File: src/rtl/game_pkg.sv
`default_nettype none
// ============================================================================
// game_pkg : shared playfield geometry and projectile FSM state encoding
// Rev 1.0
// ============================================================================
package game_pkg;

  localparam logic [9:0] SENTINEL_COORD   = 10'h3FF;
  localparam int         GRID_WIDTH       = 40;
  localparam int         PROJECTILE_WIDTH = 14;
  localparam int         LEFT_BOUND       = 0;
  localparam int         RIGHT_BOUND      = 640;
  localparam int         TOP_BOUND        = 35;
  localparam int         ALIENS_WIN_LINE  = 410;

  typedef enum logic [1:0] {
    IDLE   = 2'd0,
    FLIGHT = 2'd1,
    HOLD   = 2'd2
  } proj_state_e;

endpackage
`default_nettype wire

File: src/rtl/alien_hit_detector.sv
`default_nettype none
// ============================================================================
// alien_hit_detector : one-hot of the lowest-index live alien overlapping
//                      the projectile box (3x2 grid, pitch 2*GRID_W)
// Rev 1.0
// ============================================================================
module alien_hit_detector
  import game_pkg::*;
#(
  parameter int GRID_W = GRID_WIDTH,
  parameter int PROJ_W = PROJECTILE_WIDTH
) (
  input  logic [9:0] proj_x_i,
  input  logic [9:0] proj_y_i,
  input  logic [9:0] aliens_x_i,
  input  logic [9:0] aliens_y_i,
  input  logic [5:0] alive_i,
  output logic [5:0] hit_o
);

  logic [10:0] px_ext;
  logic [10:0] py_ext;
  logic [5:0]  match;

  assign px_ext = {1'b0, proj_x_i};
  assign py_ext = {1'b0, proj_y_i};

  for (genvar k = 0; k < 6; k++) begin : g_alien
    localparam logic [10:0] X_OFF = 11'(2 * (k % 3) * GRID_W);
    localparam logic [10:0] Y_OFF = 11'(2 * (k / 3) * GRID_W);
    logic [10:0] ax;
    logic [10:0] ay;
    assign ax = {1'b0, aliens_x_i} + X_OFF;
    assign ay = {1'b0, aliens_y_i} + Y_OFF;
    // px > ax - PROJ_W rewritten as px + PROJ_W > ax so nothing can underflow
    assign match[k] = alive_i[k]
                    & (py_ext > ay) & (py_ext < ay + 11'(GRID_W))
                    & (px_ext + 11'(PROJ_W) > ax) & (px_ext < ax + 11'(GRID_W));
  end

  always_comb begin
    hit_o = '0;
    for (int k = 5; k >= 0; k--) begin
      if (match[k]) hit_o = 6'b1 << k;
    end
  end

endmodule
`default_nettype wire

File: src/rtl/projectile_controller.sv
`default_nettype none
// ============================================================================
// projectile_controller : fire-button launch, tick-stepped flight, alien hit
//                         detection with a hold window before retirement
// Rev 1.0
// ============================================================================
module projectile_controller
  import game_pkg::*;
#(
  parameter int SHIP_Y     = 450,
  parameter int SHIP_W     = 40,
  parameter int PROJ_W     = PROJECTILE_WIDTH,
  parameter int PROJ_H     = 20,
  parameter int STEP       = 8,
  parameter int TOP_LIMIT  = TOP_BOUND,
  parameter int MOVE_TICKS = 416666,
  parameter int HIT_HOLD   = 4
) (
  input  logic       clk_master,
  input  logic       d_reset_n,
  input  logic       fire_btn,
  input  logic [9:0] ship_x,
  input  logic [9:0] aliens_x,
  input  logic [9:0] aliens_y,
  input  logic [5:0] index_aliens,
  input  logic       game_over,
  output logic [9:0] projectile_x,
  output logic [9:0] projectile_y,
  output logic [5:0] hit_alien,
  output logic       miss_pulse,
  output logic       busy
);

  localparam int TICK_W = $clog2(MOVE_TICKS + 1);
  localparam int HOLD_W = $clog2(HIT_HOLD + 1);

  proj_state_e       state_q;
  logic [9:0]        px_q;
  logic [9:0]        py_q;
  logic [5:0]        hit_q;
  logic              miss_q;
  logic              busy_q;
  logic [TICK_W-1:0] tick_q;
  logic [HOLD_W-1:0] hold_q;
  logic              sync1_q;
  logic              sync2_q;
  logic              fire_prev_q;

  logic              fire_edge;
  logic              tick_done;
  logic [5:0]        hit_vec;

  assign fire_edge = sync2_q & ~fire_prev_q;
  assign tick_done = (tick_q == TICK_W'(MOVE_TICKS - 1));

  alien_hit_detector #(
    .GRID_W (GRID_WIDTH),
    .PROJ_W (PROJ_W)
  ) u_hit (
    .proj_x_i   (px_q),
    .proj_y_i   (py_q),
    .aliens_x_i (aliens_x),
    .aliens_y_i (aliens_y),
    .alive_i    (index_aliens),
    .hit_o      (hit_vec)
  );

  always_ff @(posedge clk_master or negedge d_reset_n) begin
    if (!d_reset_n) begin
      state_q     <= IDLE;
      px_q        <= SENTINEL_COORD;
      py_q        <= SENTINEL_COORD;
      hit_q       <= '0;
      miss_q      <= 1'b0;
      busy_q      <= 1'b0;
      tick_q      <= '0;
      hold_q      <= '0;
      sync1_q     <= 1'b0;
      sync2_q     <= 1'b0;
      fire_prev_q <= 1'b0;
    end else begin
      sync1_q     <= fire_btn;
      sync2_q     <= sync1_q;
      fire_prev_q <= sync2_q;
      hit_q       <= '0;
      miss_q      <= 1'b0;

      case (state_q)
        IDLE: begin
          if (fire_edge && !game_over) begin
            state_q <= FLIGHT;
            busy_q  <= 1'b1;
            px_q    <= ship_x + 10'(SHIP_W / 2 - PROJ_W / 2);
            py_q    <= 10'(SHIP_Y - PROJ_H);
            tick_q  <= '0;
          end
        end

        FLIGHT: begin
          if (game_over) begin
            state_q <= IDLE;
            busy_q  <= 1'b0;
            px_q    <= SENTINEL_COORD;
            py_q    <= SENTINEL_COORD;
          end else if (|hit_vec) begin
            // a hit beats a same-cycle move so the alien sees the hit coordinates
            hit_q   <= hit_vec;
            state_q <= HOLD;
            hold_q  <= '0;
          end else if (tick_done) begin
            tick_q <= '0;
            if (py_q < 10'(TOP_LIMIT + STEP)) begin
              state_q <= IDLE;
              busy_q  <= 1'b0;
              miss_q  <= 1'b1;
              px_q    <= SENTINEL_COORD;
              py_q    <= SENTINEL_COORD;
            end else begin
              py_q <= py_q - 10'(STEP);
            end
          end else begin
            tick_q <= tick_q + 1'b1;
          end
        end

        HOLD: begin
          if (game_over || hold_q == HOLD_W'(HIT_HOLD - 1)) begin
            state_q <= IDLE;
            busy_q  <= 1'b0;
            px_q    <= SENTINEL_COORD;
            py_q    <= SENTINEL_COORD;
          end else begin
            hold_q <= hold_q + 1'b1;
          end
        end

        default: begin
          state_q <= IDLE;
          busy_q  <= 1'b0;
          px_q    <= SENTINEL_COORD;
          py_q    <= SENTINEL_COORD;
        end
      endcase
    end
  end

  assign projectile_x = px_q;
  assign projectile_y = py_q;
  assign hit_alien    = hit_q;
  assign miss_pulse   = miss_q;
  assign busy         = busy_q;

endmodule
`default_nettype wire

File: config.mk
export PLATFORM = sky130hd
export DESIGN_NAME = projectile_controller
export DESIGN_NICKNAME = d
export VERILOG_FILES = /design/src/rtl/game_pkg.sv /design/src/rtl/alien_hit_detector.sv /design/src/rtl/projectile_controller.sv
export SDC_FILE = /design/constraint.sdc
export NUM_CORES = 1
export LEC_CHECK = 0
export ABC_AREA = 1
export ABC_CLOCK_PERIOD_IN_PS = 4400
export BUFFER_PORTS_ARGS = -buffer_cell sky130_fd_sc_hd__buf_2
export CORE_UTILIZATION = 60
export DETAILED_ROUTE_END_ITERATION = 12
export HOLD_SLACK_MARGIN = 0.02
export PLACE_DENSITY = 0.81
export SLEW_MARGIN = 10
export SYNTH_ARGS = -nofsm -noshare
export SYNTH_HDL_FRONTEND = slang
export SYNTH_SLANG_ARGS = --single-unit
File: constraint.sdc
create_clock -name clk_master -period 4.4 [get_ports clk_master]
set_input_delay 0.88 -clock clk_master [delete_from_list [all_inputs] [get_ports clk_master]]
set_output_delay 0.88 -clock clk_master [all_outputs]
set_load 0.01 [all_outputs]
======== Word level (Yosys, flattened, before mapping) ========
Index checks and enable logic that the tools add are counted.
cells by class
  shift operators ......................... 0
  bitwise gates (word level) .............. 26
  $mul .................................... 0
  order comparisons ....................... 11
  div/mod/pow operators ................... 0
  mux-type cells .......................... 50
  equality and inequality tests ........... 15
  add/sub/neg operators ................... 13
  reduce and logical (&&, ||, !) cells .... 12
operators with widths
  kind                                                 count
  two-way mux 10 bit                                   11
  two-way mux 19 bit                                   4
  one-hot mux 10 bit (3 select lines)                  2
  < comparator 10 x 11 -> 1 bit                        5
  two-way mux 6 bit                                    9
  one-hot mux 19 bit (2 select lines)                  1
  adder 11 x 6 -> 11 bit, second input constant        3
  bitwise AND 1 bit                                    25
  adder 10 x 6 -> 11 bit, second input constant        2
  adder 10 x 7 -> 11 bit, second input constant        2
  > comparator 11 bit                                  2
  adder 19 x 1 -> 19 bit, second input constant        1
  equality test 19 bit, second input constant          1
  AND reduction 4 bit                                  4
  two-way mux 2 bit                                    6
  inequality test 2 bit, second input constant         6
  adder 10 x 4 -> 11 bit, second input constant        1
  adder 10 x 8 -> 11 bit, second input constant        1
  > comparator 10 x 11 -> 1 bit                        1
  > comparator 11 x 10 -> 1 bit                        1
  two-way mux 1 bit                                    11
  adder 10 x 4 -> 10 bit, second input constant        1
  > comparator 10 bit                                  1
  < comparator 10 x 6 -> 1 bit, second input constant  1
  other kinds (19)                                     25
storage, ports and cells
  input bits .............................. 40
  memories ................................ 0
  memory bits (writable) .................. 0
  logic and storage cells ................. 138
  ROM bits ................................ 0
  bits in registers ....................... 55
  latch bits .............................. 0
  output and inout port bits .............. 28

======== Longest topological paths before layout ========
Gate-level depths: netlist of run 1.
  depth in word-level cells ............... 16
  mapped depth ............................ 26
  mapped depth without buffers ............ 25

======== Hierarchy ========
A second synthesis of run 1 with hierarchy kept.
second synthesis, totals
  cell total of the unflattened synthesis .. 911
  area total of the unflattened synthesis .. 6243.5 um2
modules (own cells, without submodules)
  module                 sequential area each (um2)  times used  area an instance (um2)  cells an instance
  alien_hit_detector     0.0                         1           3180.6                  515
  projectile_controller  1375.1                      1           3062.9                  396

======== Least setup slack after synthesis of run 1 ========
No wires, ideal clock.
  path kind ............................... in2reg
  start point ............................. in aliens_y[4]
  end point ............................... reg tick_q[14]
  data required time ...................... 4.283 ns
  setup slack ............................. 0.990 ns
  setup time .............................. 0.117 ns
  arrival ................................. 3.293 ns
  stages on the path ...................... 23
  path buffers ............................ 2
  cell sequence ........................... ha_1 > nor2_1 > inv_1 > nand2_1 > o21ai_0 > nor3_1 > xor2_1 > ha_1 > and3_1 > nand2_1 > nand2_1 > nand2_1 > nor2_2 > nor2_1 > nand3_2 > nand2_1 > inv_1 > nand2_4 > nand2_4 > buf_8 > buf_12 > nand3_1 > nand2_1
between the ends
  cells in the longest elaborated chain, start to end .. 15
  elaborated cells between the ends (all ways) .. 40
  classes of those cells .................. 3 x add/sub; 4 x order compare; 1 x eq/ne; 6 x mux; 24 x bitwise; 2 x reduce/logical
RTL lines
  what                                                                     RTL line                      RTL
  start, declared                                                          projectile_controller.sv:24   input logic [9:0] aliens_y,
  adder 10 x 7 -> 11 bit                                                   alien_hit_detector.sv:34      assign ay = {1'b0, aliens_y_i} + Y_OFF;
  adder 11 x 6 -> 11 bit or > comparator 10 x 11 -> 1 bit (tied branches)  alien_hit_detector.sv:37      & (py_ext > ay) & (py_ext < ay + 11'(GRID_W))
  < comparator 10 x 11 -> 1 bit or bitwise AND 1 bit (tied branches)       alien_hit_detector.sv:37
  bitwise AND 1 bit                                                        alien_hit_detector.sv:37
  bitwise AND 1 bit (2 in series)                                          alien_hit_detector.sv:38      & (px_ext + 11'(PROJ_W) > ax) & (px_ext < ax + 11'(GRID_W));
  two-way mux 6 bit (5 in series)                                          alien_hit_detector.sv:44      if (match[k]) hit_o = 6'b1 << k;
  two-way mux 6 bit *                                                      alien_hit_detector.sv:44
  OR reduction 6 bit *                                                     projectile_controller.sv:105  end else if (|hit_vec) begin
  inequality test 2 bit (no source line) *                                 -
  AND reduction 4 bit (no source line) *                                   -
  end signal, assigned                                                     projectile_controller.sv:122  tick_q <= tick_q + 1'b1;
  end, declared                                                            projectile_controller.sv:43   logic [TICK_W-1:0] tick_q;
Every way passes the cells marked *; elsewhere a longest branch is shown, timed or not.
A chain may end at the register's enable or synchronous reset.

======== Final worst setup path of run 1 ========
  start point ............................. in aliens_y[4]
  end point ............................... reg busy_q, in the netlist busy
between the ends
  cells in the longest elaborated chain, start to end .. 15
  elaborated cells between the ends (all ways) .. 40
  classes of those cells .................. 3 x add/sub; 4 x order compare; 1 x eq/ne; 6 x mux; 24 x bitwise; 2 x reduce/logical
RTL lines
  what                                                                     RTL line                      RTL
  adder 10 x 7 -> 11 bit                                                   alien_hit_detector.sv:34
  adder 11 x 6 -> 11 bit or > comparator 10 x 11 -> 1 bit (tied branches)  alien_hit_detector.sv:37
  < comparator 10 x 11 -> 1 bit or bitwise AND 1 bit (tied branches)       alien_hit_detector.sv:37
  bitwise AND 1 bit                                                        alien_hit_detector.sv:37
  bitwise AND 1 bit (2 in series)                                          alien_hit_detector.sv:38
  two-way mux 6 bit (5 in series)                                          alien_hit_detector.sv:44
  two-way mux 6 bit *                                                      alien_hit_detector.sv:44
  OR reduction 6 bit *                                                     projectile_controller.sv:105
  inequality test 3 bit (no source line) *                                 -
  AND reduction 5 bit (no source line) *                                   -
  end signal, assigned                                                     projectile_controller.sv:102  busy_q <= 1'b0;
  end signal, assigned                                                     projectile_controller.sv:114  busy_q <= 1'b0;
  end signal, assigned                                                     projectile_controller.sv:129  busy_q <= 1'b0;
  end, declared                                                            projectile_controller.sv:42   logic busy_q;
Marks and branches as above.

==> out/qor.csv, run 1 <==
stage,metric,value,unit
finish,fin_area,6740,µm²
sta,setup_tns,0,ns
synthesis,async_flop_share,1.00,
synthesis,yosysMostFrequentCell,nand2_1,
finish,fill_cells,937,
synthesis,syn_area,6270,µm²
cts,tritoncts,yes,
critical_path,rrSetupSlack,0.80,ns
synthesis,synthCells,916,
sta,hold_viol_final,0,
finish,final-instance-count-excl-fill,1108,
synthesis,netlist_top_cells_area,"ha_1 19%, nand2_1 16%, dfrtp_1 14%",
synthesis,synth_cell_type_count,45,
detailed_routing,drt_iter0_drc,233,
sta,fmax,0.268,GHz
outcome,status,finished clean,
cts,cts_sinks,54,
placement,dp.cells,1100,
floorplan,rows,36,
cts,clkLatencyLatePin,0.31,ns
cts,htree_num_levels,2,
sta,rsz0062_at_grt,false,
worst_hold_path,hold_start,sync1_q,
critical_path,r2r_end,busy,
synthesis,synth_area_leader_cell,ha_1,
finish,num_antenna_cells,0,
floorplan,io_pins,68,
synthesis,ys_ff_latch,54,
detailed_routing,ant_nets,0,
critical_path,arrival,3.93,ns
critical_path,r2r.worst_path.cells,25,
power_and_ir_drop,cellPowerDensity,492,nW/µm²
sta,maxSlewViolCount,0,
synthesis,yosysSeqAreaShare,0.219,
grt,first_global_vias,5333,
cts,cts-root-buf,clkbuf_8,
power_and_ir_drop,power.total,3.32,mW
sta,finClkSkew,0.00577,ns
worst_hold_path,min_path_type,reg -> reg,
critical_path,r2r_start,projectile_x[1],
synthesis,synth.avg_cell_area,6.84,µm²
cts,post-cts-setup-buffer-count,0,
finish,syn2layout_area_growth,7.61,%
detailed_routing,viasPerCell,5.31,
detailed_routing,via_count,5886,
flow_run,drv_cap,0,
cts,hold_buffers,0,
finish,fin_nets,1108,
synthesis,yosys_warnings,0,
critical_path,critPathCaptureType,flop,
synthesis,synth-edff-count,0,
critical_path,crit_type,in -> reg,
cts,clk_pin_slew,0.10,ns
floorplan,die_height,104,µm
sta,worst_slew_pin_slew,0.830,ns
critical_path,path_max_fanout,25,
sta,setup_viol,0,
worst_hold_path,hold_path_depth,0,
grt,grt_max_degree,30,
sta,finalCritPeriodShare,0.847,
worst_hold_path,hold_path_end,sync2_q,
floorplan,die_area,10900,µm²
synthesis,synth_top_cell_area_share,0.188,
detailed_routing,wirelength,14500,µm
synthesis,yosys-top-cells-count,"260 x nand2_1, 117 x inv_1, 94 x ha_1",
cts,cts-resized-gates,0,
floorplan,core,9950,µm²
grt,met2_usage,0.490,
grt,grt-busiest-layer,met2,
placement,gp_congestion,0.922,
finish,final_core_util,0.677,
placement,dpl.hpwl,11800,µm
sta,timing.slew.headroom,0.445,
floorplan,initial_utilization,0.630,
critical_path,crit_required,4.60,ns
grt,use_met1,0.348,
placement,port_buffers,67,
detailed_routing,first_pass_iters,5,
grt,antenna_found_initial,0,
finish,layout-drive-gt1-share,0.124,
grt,grt_pass1_wl,24500,µm
grt,grtUsageMet3,0.0232,
sta,post-route-min-period,3.73,ns
power_and_ir_drop,ir_worst_vdd,0.000226,V
power_and_ir_drop,p_leak,3.77,nW
critical_path,cp-start-kind,input port,
detailed_routing,drt-wirelength-per-cell,13.1,µm
grt,gr-usage-all-layers,0.272,
cts,cts_made_buffers,5,
synthesis,synth_flop_cell,dfrtp_1,
grt,overflow,0,
placement,placedInstanceArea,6640,µm²
floorplan,die_width,104,µm
cts,cts_buffer_depth,2,
synthesis,syn-num-nets,1050,
detailed_routing,drc,0,
## layout by cell type (no fill, tap or decap), types with 3 or more instances in the layout
cell type	Yosys	layout
or2_2	3	3
inv_1	117	117
nor2_2	3	3
nand4_1	16	16
ha_1	94	94
nand2_4	5	5
xnor2_1	12	12
o21ai_1	3	3
o21ai_0	14	14
nor2_1	86	86
dfrtp_1	35	35
a21o_1	10	10
dfstp_2	19	19
nand3_1	91	91
clkbuf_8	0	5
nand3_2	3	3
nor3_1	23	23
nand2_1	260	260
nor3b_1	5	5
and3_1	3	3
buf_2	2	67
nor4_1	7	7
xor2_1	36	36
inv_2	5	5
nand3b_1	5	5
a21oi_1	26	26
## logic make-up (layout without fill, tap and decap cells)
kind of cell | Yosys count | after routing | synth area share
buf+inv | 140 | 199 | 0.0960
xor+xnor | 51 | 51 | 0.0767
fa+ha+maj | 94 | 94 | 0.188
flops | 54 | 54 | 0.219
simple gates | 517 | 517 | 0.365
compound gates | 60 | 60 | 0.0557
## routing by layer
| metal | routed length, µm | vias up | share of wire |
|---|---|---|---|
| met5 | 0 | - | 0 |
| li1 | - | 3070 | - |
| met2 | 7170 | 108 | 0.49 |
| met4 | 272 | 0 | 0.019 |
| met1 | 6630 | 2685 | 0.46 |
| met3 | 458 | 23 | 0.032 |
## state kept, by name, indices dropped and copies added, names as in the netlist
name and count:
hit_alien 6, miss_pulse 1, sync1_q 1, hold_q 3, sync2_q 1, busy 1, fire_prev_q 1, state_q 2
projectile_x 10, tick_q 19, projectile_y 9
## worst max-delay path, stage by stage
cell	delay, ns
buf_2	0.15
inv_1	0.10
ha_1	0.34
o21ai_0	0.32
nor3_1	0.12
xor2_1	0.15
ha_1	0.31
and3_1	0.19
nand2_1	0.06
nand2_1	0.05
nand2_1	0.07
o21ai_1	0.21
nor2_1	0.11
nor2_4	0.17
nand2_4	0.09
nand2_4	0.22
nand2_2	0.22
nand2_1	0.13
nand2_1	0.05
## layout make-up
type	count	area, µm²	share of cell area
inverters	122	458	0.0679
clock inverters	1	6.26	0.000928
well taps	133	166	0.0247
clock buffers	7	97.6	0.0145
multi-input cells	722	4290	0.636
repair buffers	69	350	0.0519
flip-flops and latches	54	1380	0.204
## worst max-delay path by stage
stage,start,end,slack (ns)
5_1_grt,aliens_x[5],busy,0.28
4_1_cts,aliens_y[4],busy,0.72
2_1_floorplan,aliens_y[4],tick_q[14],0.99
3_5_place_dp,aliens_y[4],busy,0.39
6_report,aliens_y[4],busy,0.67
3_3_place_gp,aliens_y[4],busy,0.43
## report_power, final
part,switching (mW),total (mW),internal [mW]
combinational,1.31,2.11,0.794
sequential,0.224,0.896,0.673
clock,0.164,0.312,0.148
total,1.70,3.32,1.61
## metrics by stage
stage | hold slack (ns) | worst slack, ns
finish | 0.358 | 0.674
global route | 0.373 | 0.277
CTS | 0.361 | 0.716
detailed placement | 0.339 | 0.387
global placement | 0.333 | 0.427
floorplan | 0.331 | 0.990
No activity file was read; power rests on OpenSTA's default activity.
==> run 2, diff against run 1 <==
ABC_CLOCK_PERIOD_IN_PS = 3520   (was 4400)
clock period = 3.52 ns   (was 4.4 ns; I/O delays follow)
==> run 2 against run 1 <==
  * Combinational power grew 41%
  * Register-to-register slack worse by 0.61 ns
  * Global-route usage rose by 1.1 points
  * Cell count grew 2.9%
  * Die area did not move
  * Utilization is 4.3 points higher
  * Via count grew 3.0%
  * Critical path type is now reg -> reg
  * Highest routed layer unchanged
==> out/qor.csv, run 2 (synthesis results as in run 1) <==
stage,metric,value,unit,change
outcome,status,finished clean,,
critical_path,cpMaxStageDelayCell,dfstp_2,,
floorplan,die_width,104,µm,unchanged
power_and_ir_drop,ir_worst_vdd,0.000391,V,+73%
sta,maxSlewViolCount,0,,unchanged
cts,clk_pin_slew,0.10,ns,about the same
grt,overflow,0,,unchanged
flow_run,drv_cap,0,,unchanged
finish,fin_area,7170,µm²,+6.3%
grt,grt_pass1_wl,25600,µm,+4.6%
detailed_routing,drc,0,,unchanged
sta,timing.slew.headroom,0.373,,-0.0715
cts,clkLatencyLatePin,0.32,ns,about the same
power_and_ir_drop,cellPowerDensity,626,nW/µm²,+27%
power_and_ir_drop,p_sw_frac,0.510,,-0.00280
finish,layout_common_cells,"253 x nand2_1, 113 x inv_1, 92 x ha_1",,
critical_path,cp-start-kind,flop,,
floorplan,rows,36,,unchanged
critical_path,cp_cell_sequence,inv_1 -> ha_1 -> inv_2 -> or2_4 -> nand3_2 -> inv_2 -> nand2_1 -> xor2_1 -> inv_1 -> ha_1 -> nand2_1 -> nor2_4 -> nor2b_4 -> nand2_2 -> nand3_2 -> nand2_2 -> nor2_2 -> nand3_2 -> nand3_4 -> nor2_4 -> nand2_4 -> nand2_8 -> buf_6 -> nor3_1,,
critical_path,crit_path_frequent_cell,nand3_2,,
finish,num_antenna_cells,0,,unchanged
finish,fin_nets,1140,,+2.9%
finish,syn2layout_area_growth,14.4,%,
power_and_ir_drop,p_clk_frac,0.086,,-0.008
sta,setup_viol,0,,unchanged
detailed_routing,viasPerCell,5.32,,about the same
sta,hold_viol_final,0,,unchanged
sta,post-route-min-period,3.33,ns,
sta,fmax,0.301,GHz,
critical_path,critPathCaptureType,flop,,
power_and_ir_drop,net-switching-power,2.29,mW,+34%
detailed_routing,wirelength,15100,µm,+3.8%
cts,cts-root-buf,clkbuf_8,,
critical_path,crit_required,3.74,ns,-0.86 ns
finish,final_common_cell,nand2_1,,
cts,hold_buffers,0,,unchanged
grt,grt_max_degree,25,,-17%
critical_path,path_max_fanout,10,,-60%
detailed_routing,drt_iter0_drc,263,,+13%
finish,top_register,tick_q,,
cts,htree_num_levels,2,,unchanged
critical_path,rrSetupSlack,0.19,ns,-0.61 ns
floorplan,die_area,10900,µm²,unchanged
grt,gr-usage-all-layers,0.283,,+0.0110
power_and_ir_drop,p_leak,3.94,nW,+4.4%
cts,tritoncts,yes,,
detailed_routing,via_count,6062,,+3.0%
detailed_routing,ant_nets,0,,unchanged
grt,first_global_vias,5754,,+7.9%
finish,largest_reg_flops,19,,unchanged
detailed_routing,first_pass_iters,5,,unchanged
placement,port_buffers,67,,unchanged
power_and_ir_drop,p_seq_frac,0.251,,-0.019
sta,finClkSkew,0.0128,ns,+0.00703 ns
critical_path,critPathMaxStageDelay,0.56,ns,+0.22 ns
power_and_ir_drop,p_int,2.20,mW,+36%
critical_path,crit_type,reg -> reg,,
cts,cts_made_buffers,5,,unchanged
worst_hold_path,min_path_type,in -> async,,
sta,worst_slew_pin_slew,0.935,ns,+0.105 ns
detailed_routing,drt-wirelength-per-cell,13.2,µm,+0.89%
placement,placedInstanceArea,6860,µm²,+3.2%
finish,layout-drive-gt1-share,0.175,,+0.0507
sta,setup_tns,0,ns,unchanged
placement,dpl.hpwl,12000,µm,+1.7%
critical_path,arrival,3.55,ns,-0.38 ns
floorplan,initial_utilization,0.630,,unchanged
power_and_ir_drop,combPwrFrac,0.663,,+0.027
grt,antenna_found_initial,0,,unchanged
floorplan,io_pins,68,,unchanged
sta,finalCritPeriodShare,0.945,,
cts,cts_buffer_depth,2,,unchanged
cts,cts_sinks,54,,unchanged
finish,fill_cells,873,,-6.8%
floorplan,die_height,104,µm,unchanged
floorplan,core,9950,µm²,unchanged
placement,gp_congestion,0.909,,-1.4%
==> run 2: area by class of cell <==
type	count	area, µm²	share of cell area
Clock inverter	1	8.76	0.00122
Inverter	122	458	0.0639
Tap cell	133	166	0.0232
Multi-Input combinational cell	722	4440	0.619
Timing Repair Buffer	101	628	0.0876
Clock buffer	7	96.3	0.0134
Sequential cell	54	1380	0.192
==> run 2: final timing paths <==
| check | from | to | depth (start not counted) |
|---|---|---|---|
| setup / recovery | projectile_x[1] | hit_alien[2] | 24 |
| hold / removal | d_reset_n | tick_q[14] | 1 |
| min in group clk_master | sync1_q | sync2_q | 0 |
| setup reg to reg | projectile_x[1] | hit_alien[2] | 24 |
| hold reg to reg | sync1_q | sync2_q | 0 |
| max in group asynchronous | d_reset_n | projectile_x[4] | 2 |
==> run 2: metrics by stage <==
step / setup WS [ns] / instances / power, mW / hold slack (ns) / util
floorplan: 0.286 / 916 / 3.10 / 0.331 / -
global placement: 0.0354 / 1127 / 3.77 / 0.338 / 0.689
detailed placement: -0.0430 / 1127 / 3.84 / 0.339 / 0.689
CTS: 0.0845 / 1135 / 4.23 / 0.308 / 0.699
global route: -0.0339 / 1140 / 4.98 / 0.331 / 0.720
finish: 0.192 / 1140 / 4.48 / 0.304 / 0.720
==> run 2: what timing repair did <==
| action | CTS | global route |
|---|---|---|
| setup buffers | 0 | 4 |
| endpoints found under the setup margin | 0 | 46 |
| resized for setup | 0 | 33 |
==> run 2: power by group through the flow <==
stage	registers (mW)	logic, mW	clock network (mW)
after floorplan	1.08	2.01	0
after CTS	1.12	2.73	0.389
final	1.12	2.97	0.387
after global routing	1.15	3.42	0.412
after global placement	1.12	2.65	0
after detailed placement	1.12	2.71	0
==> run 2: critical path: cells and delay by family (launching register included) <==
kind | cells | cell delay, ns
and+or+nand+nor | 16 | 1.57
DFF | 1 | 0.56
adders and majority gates | 2 | 0.50
buffers and inverters | 5 | 0.46
xor gates and xnor gates | 1 | 0.14
==> run 2: routing by layer <==
layer	wire length (µm)	up-vias	track usage
met1	6750	2753	0.362
met2	7320	139	0.503
met3	633	34	0.0257
met5	0	-	0
li1	-	3136	-
met4	371	0	0.0898
==> run 3, diff against run 2 <==
RECOVER_POWER = 25   (was unset)
==> run 3 against run 2 <==
  * Die area stayed put
  * Worst setup slack worse by 0.0052 ns
  * Worst hold slack better by 0.056 ns
  * Combinational power hardly changed
  * Non-clock buffer count stayed put
  * Largest cell class unchanged
  * Largest power group unchanged
==> out/qor.csv, run 3 (synthesis results as in run 1) <==
stage,metric,value,unit,change
detailed_routing,drc,0,,unchanged
worst_hold_path,hold_start,sync1_q,,
flow_run,drv_cap,0,,unchanged
outcome,status,finished clean,,
cts,cts_sinks,54,,unchanged
sta,fmax,0.300,GHz,-0.16%
worst_hold_path,hold_path_depth,0,,
sta,finalCritPeriodShare,0.947,,+0.00149
power_and_ir_drop,combPwrFrac,0.663,,about the same
detailed_routing,drt_iter0_drc,263,,unchanged
finish,top_register,tick_q,,
grt,overflow,0,,unchanged
grt,antenna_found_initial,0,,unchanged
cts,cts_made_buffers,5,,unchanged
cts,clkLatencyLatePin,0.32,ns,about the same
floorplan,die_width,104,µm,unchanged
cts,cts-root-buf,clkbuf_8,,
finish,fin_nets,1140,,unchanged
placement,dp.cells,1127,,unchanged
finish,final_common_cell,nand2_1,,
critical_path,r2r.worst_path.cells,24,,unchanged
floorplan,rows,36,,unchanged
sta,timing.slew.headroom,0.335,,-0.0387
detailed_routing,drt-wirelength-per-cell,13.2,µm,about the same
placement,post-place-ws,-0.0430,ns,unchanged
sta,worst_slack,0.187,ns,-0.00523 ns
critical_path,cp-start-kind,flop,,
grt,grt_pass1_wl,25600,µm,unchanged
detailed_routing,first_pass_iters,5,,unchanged
power_and_ir_drop,p_int,2.19,mW,about the same
critical_path,arrival,3.56,ns,about the same
sta,setup_viol,0,,unchanged
sta,whs,0.360,ns,+0.0562 ns
critical_path,cp_cell_sequence,inv_1 -> ha_1 -> inv_2 -> or2_4 -> nand3_2 -> inv_2 -> nand2_1 -> xor2_1 -> inv_1 -> ha_1 -> nand2_1 -> nor2_4 -> nor2b_4 -> nand2_2 -> nand3_2 -> nand2_2 -> nor2_2 -> nand3_2 -> nand3_4 -> nor2_4 -> nand2_4 -> nand2_8 -> buf_6 -> nor3_1,,
cts,tritoncts,yes,,
cts,htree_num_levels,2,,unchanged
detailed_routing,viasPerCell,5.32,,+0.12%
worst_hold_path,min_path_type,reg -> reg,,
finish,layout-drive-gt1-share,0.173,,-0.00199
power_and_ir_drop,power.total,4.48,mW,about the same
finish,num_antenna_cells,0,,unchanged
cts,hold_buffers,0,,unchanged
critical_path,r2r_start,projectile_x[1],,
finish,largest_reg_flops,19,,unchanged
placement,dpl.hpwl,12000,µm,unchanged
critical_path,crit_type,reg -> reg,,
sta,post-route-min-period,3.33,ns,+0.00523 ns
floorplan,die_height,104,µm,unchanged
placement,port_buffers,67,,unchanged
detailed_routing,wirelength,15100,µm,about the same
sta,finClkSkew,0.0128,ns,+0.00000450 ns
grt,gr-usage-all-layers,0.283,,unchanged
critical_path,path_max_fanout,10,,unchanged
critical_path,crit_path_frequent_cell,nand3_2,,
critical_path,cpMaxStageDelayCell,dfstp_2,,
power_and_ir_drop,p_leak,3.93,nW,-0.16%
finish,layout_common_cells,"253 x nand2_1, 113 x inv_1, 92 x ha_1",,
critical_path,crit_start,projectile_x[1],,
critical_path,crit_required,3.74,ns,about the same
sta,hold_viol_final,0,,unchanged
finish,syn2layout_area_growth,14.3,%,about the same
placement,gp_congestion,0.909,,unchanged
finish,final-instance-count-excl-fill,1140,,unchanged
detailed_routing,via_count,6069,,+0.12%
critical_path,critPathCaptureType,flop,,
power_and_ir_drop,ir_worst_vdd,0.000391,V,about the same
power_and_ir_drop,net-switching-power,2.29,mW,about the same
grt,grt_max_degree,25,,unchanged
floorplan,io_pins,68,,unchanged
detailed_routing,ant_nets,0,,unchanged
critical_path,cp_top_family,simple AND/OR/NAND/NOR gates,,
power_and_ir_drop,p_sw_frac,0.510,,about the same
sta,setup_tns,0,ns,unchanged
floorplan,initial_utilization,0.630,,unchanged
floorplan,die_area,10900,µm²,unchanged
power_and_ir_drop,cellPowerDensity,626,nW/µm²,about the same
critical_path,worst-path-stages,24,,unchanged
cts,clk_pin_slew,0.10,ns,about the same
floorplan,core,9950,µm²,unchanged
critical_path,critPathMaxStageDelay,0.56,ns,about the same
power_and_ir_drop,p_clk_frac,0.086,,about the same
grt,first_global_vias,5754,,unchanged
sta,worst_slew_pin_slew,0.998,ns,+0.0631 ns
critical_path,critPathBufInv,5,,unchanged
sta,maxSlewViolCount,0,,unchanged
power_and_ir_drop,p_seq_frac,0.251,,about the same
cts,cts_buffer_depth,2,,unchanged
## run 3: metrics by stage
stage / instance area (µm²) / util
3_5_place_dp: 6860 / 0.689
5_1_grt: 7160 / 0.720
2_1_floorplan: 6270 / -
3_3_place_gp: 6860 / 0.689
4_1_cts: 6960 / 0.699
6_report: 7160 / 0.720
## run 3: path summary, 6_finish.rpt
kind                                     end  slack [ns]
worst min-delay path                 sync2_q        0.36
min in group asynchronous         tick_q[14]        0.52
worst min register to register       sync2_q        0.36
worst max-delay path            hit_alien[2]        0.19
max in group asynchronous       hit_alien[5]        1.84
worst max register to register  hit_alien[2]        0.19
## run 3: timing repair
action / in CTS / in global routing
gates resized for setup: 0 / 33
buffers inserted: 0 / 4
endpoints found under the setup margin: 0 / 46
## run 3: layer usage
layer,up-vias,track usage,routed length [µm]
met5,-,0,0
met4,0,0.0898,371
met3,34,0.0257,650
met2,141,0.503,7330
met1,2759,0.362,6730
li1,3135,-,-
## run 3: layout make-up
cell class                 count  area [µm²]
clock buffer                   7        96.3
clock inverter                 1        8.76
fill                         873        2790
inverter                     122         458
multi-input combinational    722        4440
sequential                    54        1380
tap                          133         166
timing repair buffer         101         623
## run 3: power by group through the flow
| stage | Combinational [mW] | Sequential [mW] | Clock [mW] |
|---|---|---|---|
| after floorplan | 2.01 | 1.08 | 0 |
| after global placement | 2.65 | 1.12 | 0 |
| after CTS | 2.73 | 1.12 | 0.389 |
| final | 2.97 | 1.12 | 0.387 |
| after detailed placement | 2.71 | 1.12 | 0 |
| after global routing | 3.42 | 1.15 | 0.412 |
